--- src/rtl/servo_pwm_sched.sv ---
// -----------------------------------------------------------------------------
// servo_pwm_sched
//   Multi-channel servo PWM scheduler. One shared frame counter drives N_CH
//   pulse outputs. Position commands land in per-channel shadow registers and
//   move to the active registers only at a frame boundary, so a pulse is never
//   cut short or stretched mid-frame.
//
// Optional feature (compile-time macro SERVO_STAGGER_EN):
//   Channel k's pulse window is shifted by k*STAGGER_CYC cycles inside the
//   frame so servo inrush current is spread out. Frame start and the commit
//   point do not move.
//
// Ports:
//   clk          system clock
//   rst          synchronous reset, active-low
//   en           run request (level); dropping it lets the current frame finish
//   wr_valid     write request
//   wr_ready     write accept
//   wr_ch[2:0]   target channel
//   wr_pos[7:0]  position command 0..255
//   pwm_out      servo pulse outputs, bit k is channel k
//   frame_start  one-cycle pulse aligned with the first pulse cycle of a frame
//   busy         high while RUN or DRAIN
//   bad_ch       one-cycle pulse after an accepted write with wr_ch >= N_CH
//   state_dbg    current FSM state (0 IDLE, 1 RUN, 2 DRAIN)
//
// Write handshake: a transfer happens on a clock edge where wr_valid and
// wr_ready are both 1. wr_ready does not depend on wr_valid; it is low during
// reset and in the commit cycle only, so the shadow registers never change on
// the same edge that copies them into the active registers.
// -----------------------------------------------------------------------------
module servo_pwm_sched #(
    parameter int N_CH       = 4,
    parameter int PERIOD_CYC = 2000000,
    parameter int MIN_CYC    = 100000,
    parameter int STEP_CYC   = 392,
    parameter int POS_RST    = 128
`ifdef SERVO_STAGGER_EN
    ,
    parameter int STAGGER_CYC = 250000
`endif
) (
    input  logic            clk,
    input  logic            rst,
    input  logic            en,
    input  logic            wr_valid,
    output logic            wr_ready,
    input  logic [2:0]      wr_ch,
    input  logic [7:0]      wr_pos,
    output logic [N_CH-1:0] pwm_out,
    output logic            frame_start,
    output logic            busy,
    output logic            bad_ch,
    output logic [1:0]      state_dbg
);

    localparam int CW = $clog2(PERIOD_CYC);
    localparam logic [CW-1:0] LAST = CW'(PERIOD_CYC - 1);
    localparam int LEN_MAX = MIN_CYC + 255 * STEP_CYC;

    typedef enum logic [1:0] {
        IDLE  = 2'd0,
        RUN   = 2'd1,
        DRAIN = 2'd2
    } state_t;

    state_t          state;
    logic [CW-1:0]   cnt;
    logic [7:0]      shadow [N_CH];
    logic [7:0]      active [N_CH];
    logic            rdy_q;
    logic [31:0]     len [N_CH];
    logic [N_CH-1:0] hit;
    logic [31:0]     cnt_ext;
    logic            commit;
    logic            accept;
    logic            ch_ok;

    assign commit    = (state != IDLE) && (cnt == LAST);
    assign wr_ready  = rdy_q && !commit;
    assign accept    = wr_valid && wr_ready;
    assign ch_ok     = ({29'd0, wr_ch} < 32'(N_CH));
    assign busy      = (state != IDLE);
    assign state_dbg = state;
    assign cnt_ext   = 32'(cnt);

    // Pulse lengths at full 32-bit width, and the per-channel in-window test.
    always_comb begin
        hit = '0;
        for (int k = 0; k < N_CH; k++) begin
            len[k] = 32'(MIN_CYC) + 32'(active[k]) * 32'(STEP_CYC);
`ifdef SERVO_STAGGER_EN
            hit[k] = (cnt_ext >= 32'(k * STAGGER_CYC)) &&
                     (cnt_ext < 32'(k * STAGGER_CYC) + len[k]);
`else
            hit[k] = (cnt_ext < len[k]);
`endif
        end
    end

    always_ff @(posedge clk) begin
        if (!rst) begin
            state       <= IDLE;
            cnt         <= '0;
            rdy_q       <= 1'b0;
            pwm_out     <= '0;
            frame_start <= 1'b0;
            bad_ch      <= 1'b0;
            for (int k = 0; k < N_CH; k++) begin
                shadow[k] <= 8'(POS_RST);
                active[k] <= 8'(POS_RST);
            end
        end else begin
            rdy_q       <= 1'b1;
            // Outputs are one cycle behind the counter, so the pulse rises
            // the cycle after the counter reaches 0.
            pwm_out     <= (state != IDLE) ? hit : '0;
            frame_start <= (state == RUN) && (cnt == '0);
            bad_ch      <= accept && !ch_ok;

            case (state)
                IDLE: begin
                    cnt <= '0;
                    if (en) begin
                        state  <= RUN;
                        active <= shadow;
                    end
                end
                RUN, DRAIN: begin
                    if (commit) begin
                        cnt    <= '0;
                        active <= shadow;
                        // A draining block always stops here; a running one
                        // stops only if en has already dropped.
                        if (!en || state == DRAIN) state <= IDLE;
                    end else begin
                        cnt   <= cnt + CW'(1);
                        state <= en ? RUN : DRAIN;
                    end
                end
                default: state <= IDLE;
            endcase

            if (accept && ch_ok) begin
                for (int k = 0; k < N_CH; k++) begin
                    if (wr_ch == 3'(k)) shadow[k] <= wr_pos;
                end
            end
        end
    end

    // Parameter sanity: every pulse window must end inside the frame.
    always_ff @(posedge clk) begin
        assert (LEN_MAX < PERIOD_CYC);
`ifdef SERVO_STAGGER_EN
        assert ((N_CH - 1) * STAGGER_CYC + LEN_MAX < PERIOD_CYC);
`endif
    end

endmodule

--- config.mk ---
export PLATFORM = sky130hd
export DESIGN_NAME = servo_pwm_sched
export DESIGN_NICKNAME = d
export VERILOG_FILES = /design/src/rtl/servo_pwm_sched.sv
export SDC_FILE = /design/constraint.sdc
export NUM_CORES = 1
export LEC_CHECK = 0
export CORE_ASPECT_RATIO = 1.1
export CORE_UTILIZATION = 57
export DETAILED_ROUTE_END_ITERATION = 10
export GPL_ROUTABILITY_DRIVEN = 0
export PLACE_DENSITY = 0.85
export RECOVER_POWER = 50
export SYNTH_ARGS = -nofsm -noshare
export SYNTH_HDL_FRONTEND = slang
export SYNTH_SLANG_ARGS = --single-unit
export TNS_END_PERCENT = 30
--- constraint.sdc ---
create_clock -name clk -period 3.8 [get_ports clk]
set_input_delay 0.76 -clock clk [delete_from_list [all_inputs] [get_ports clk]]
set_output_delay 0.76 -clock clk [all_outputs]
set_load 0.01 [all_outputs]
==> impl_results.md <==
* Status: complete, but fails checks
* Violated checks: negative setup slack
* Worst EP arrival at 4410 ps
* Cell Chain, Critical Path: ha_4 > fa_1 > ha_4 > ha_1 > a21o_1 > a221o_1 > or4_4 > o21ai_2 > xnor2_2 > xnor2_1 > ha_1 > nand4_1 > nor3_1 > or4_1 > a21oi_1
* Buf/Inv on CP at 0
* Non-Filler Instances at 1,192
* Via density at 5.81
* Largest family of logic cells by synthesized area: adder cells
* Root Buffer: clkbuf_16
* WL/cell at 17.1 um
* Final period utilization at 108%
* Skew final at 11.5 ps
* Fin Setup TNS at -1170 ps
* Post-DP HPWL at 14,700 um
* Final worst slack at -310 ps
* Pleak at 0.00472 uW
* Reg2reg start: active[10]
* Crit-path max FO at 4
* Max incr delay on CP at 550 ps
* Nets@finish at 1,201
* F_max at 243 MHz
* Share of layout cells above drive strength 1 at 19.3%
* CP max-delay cell: fa_1
* Placed Cells at 1,172
* CP top delay family: adder cells
* Worst-Margin Slew at 1150 ps
* Top-Level Pins at 25
* Main synth FF type: dfxtp_1
* CP Capture Type: flop
* Starting Density at 58.2%
* Initial antenna violation count at 0
* Number of detailed-route iterations in the first pass at 5
* Max-cap violations at 0
* Min Clock Period, post-route at 4110 ps
* Slew headroom at 23.4%
* Register bit total from synthesis at 94
* Worst Setup Path Type: reg -> reg
* Worst vdd ir at 0.000389 V
* Syn Nets at 1,093
* Tot Pwr at 2720 uW
* Total Wirelength at 20,400 um
* XOR/XNOR share of the synthesized area at 8.32%
* Synth Area in Simple Gates at 18.2%
* Port bufs at 24
* H-tree depth at 3
* Clock buffer depth at 2
* Final setup vio count at 4
* Vias at 6,931
* Synthesis Warnings at 0
* Die W at 115 um
* CTS Buf Count at 9
* Min-Delay Path Depth at 2
* Post-synthesis compound-gate area fraction at 11.8%
* Util after Layout at 70.7%
* Die Span Y at 126 um
* Largest net degree at the start of global routing at 57
* All-layer global routing usage at 29.3%
* Vias in the first global route at 6,967
* Initial drt markers at 414
* Asr flop ratio synth at 0%
* Path depth of the worst reg2reg path at 15
* Mux share of post-synthesis cell area at 4.25%
* # clock sinks at 94
* Gr ovfl total at 0
* DRC viols at 0
* Post-Place Cell Area at 9120 um^2
* Critical Path Start Type: flop
* Final Hold Vio Count at 0
* Post-cts hold buffer count at 0
* Synth Cell Area at 8000 um^2
* Yosys cell types at 50
* Hold Path Class: reg -> reg
* Fin area at 9710 um^2
* Clk slew on worst S/H paths at 70 ps
* Worst Hold End: active[9]
* FILL cells at 989
* Core area at 13,700 um^2
* # rows at 45
* R2R Path End: pwm_out[2]
* Final Max Tran Viols at 0
* Post-synth EDFFs at 0
* R2R Setup Slk at -310 ps
* RSZ-0062 raised after global routing: yes
* Register area share after synthesis at 23.5%
* Later-pin clock latency in the skew report at 370 ps
* Area Growth Syn to Fin at 21.4%
* First-pass GRT wire length at 33,100 um
* Post-Synth Adder-Cell Area at 30.5%
* CP required at 4100 ps
* TritonCTS clock tree: built
* Routed Antenna Nets at 0
* Hold path startpoint: shadow[9]
* Cell Pwr Density at 280 nW/um^2
* Die footprint at 14,500 um^2
* Synth Instances at 890
* Post-Syn Area per Cell at 8.99 um^2
## sequential cells by signal, indices dropped and copies added, names as in the netlist
register     cells
rdy_q            1
cnt             21
state_dbg        2
shadow          32
pwm_out          4
frame_start      1
active          32
bad_ch           1
## where the power goes
group          switching, uW  internal (uW)
Sequential              22.7           1010
Clock                    422            519
Combinational            423            324
## what timing repair did
action / in CTS / in global routing
pin swaps: 26 / 24
setup buffers: 2 / 1
resized for setup: 29 / 30
endpoints found under the setup margin: 4 / 4
## cells in the final DEF, fill, tap and decap left out, drive strengths merged, types with 5 or more instances in the layout
master / count
buf: 92
or3: 6
and2: 5
nor4: 5
xor2: 27
nor2b: 14
clkbuf: 12
nor3: 7
fa: 12
a21o: 30
ha: 176
and3: 10
nand2: 89
nor2: 74
clkdlybuf4s50: 15
inv: 43
dfxtp: 94
mux2i: 34
nand2b: 11
xnor2: 49
or4: 8
or2: 5
dlygate4sd3: 9
a21oi: 65
nand4: 13
nand3: 31
o21ai: 18
## per-stage QoR
step	hold slack (ps)	setup slack, ps
3_5_place_dp	434	-358
6_report	445	-310
3_3_place_gp	434	-246
5_1_grt	474	-467
2_1_floorplan	421	-176
4_1_cts	442	-297
## metal layers
| layer | share of wire [%] | track usage (%) |
|---|---|---|
| met1 | 41 | 33.6 |
| met2 | 49 | 51.9 |
| met3 | 5.5 | 4.62 |
| met4 | 4.6 | 14.9 |
| met5 | 0 | 0 |
## cells in the mapped netlist (all sizes together), types with 5 or more instances
cell	number	area share, %
or4	8	0.84
o21ai	18	1.1
inv	39	1.8
mux2i	34	4.3
a21o	30	2.8
nand2b	11	0.86
nand2	89	4.2
or3	6	0.47
nor4	5	0.47
dfxtp	94	24
and3	10	0.78
and2	5	0.39
nor3	7	0.50
xor2	27	3.0
clkbuf	8	0.38
nand4	13	1.0
ha	176	28
nor2	74	3.6
nand3	31	1.9
or2	5	0.39
fa	12	3.0
buf	14	1.2
xnor2	49	5.4
nor2b	14	1.1
a21oi	65	4.1
## worst max-delay path by stage
stage               startpoint          to  slack [ps]  cells after the start
global placement    active[10]  pwm_out[2]        -250                     15
finish              active[10]  pwm_out[2]        -310                     15
CTS                 active[10]  pwm_out[2]        -300                     17
floorplan           active[26]  pwm_out[0]        -180                     18
global route        active[10]  pwm_out[2]        -470                     18
detailed placement  active[27]  pwm_out[0]        -360                     15
## worst reg2reg max path: stages (launching register included)
cell and delay [ps]:
dfxtp_4 370, ha_4 250, fa_1 550, ha_4 220, ha_1 280, a21o_1 180, a221o_1 310, or4_4 430
o21ai_2 110, xnor2_2 170, xnor2_1 160, ha_1 280, nand4_1 130, nor3_1 60, or4_1 450, a21oi_1 110
## final cells by class
class                           count  area (um^2)  area share (%)
Antenna cell                        1         2.50          0.0258
Sequential cell                    94         1900            19.6
Clock buffer                        9          225            2.32
Clock inverter                      7         78.8           0.812
Inverter                           39          146            1.51
Timing Repair Buffer              119          943            9.72
Multi-Input combinational cell    735         6180            63.6
Tap cell                          188          235            2.42
## cells by family after synthesis
group / Yosys count
and+or+nand+nor: 292
AOI/OAI and AO/OA: 145
buffers and inverters: 61
xor gates and xnor gates: 76
DFF: 94
adders and majority gates: 188
muxes: 34
Note: power is estimated with default switching activity, not from simulation.
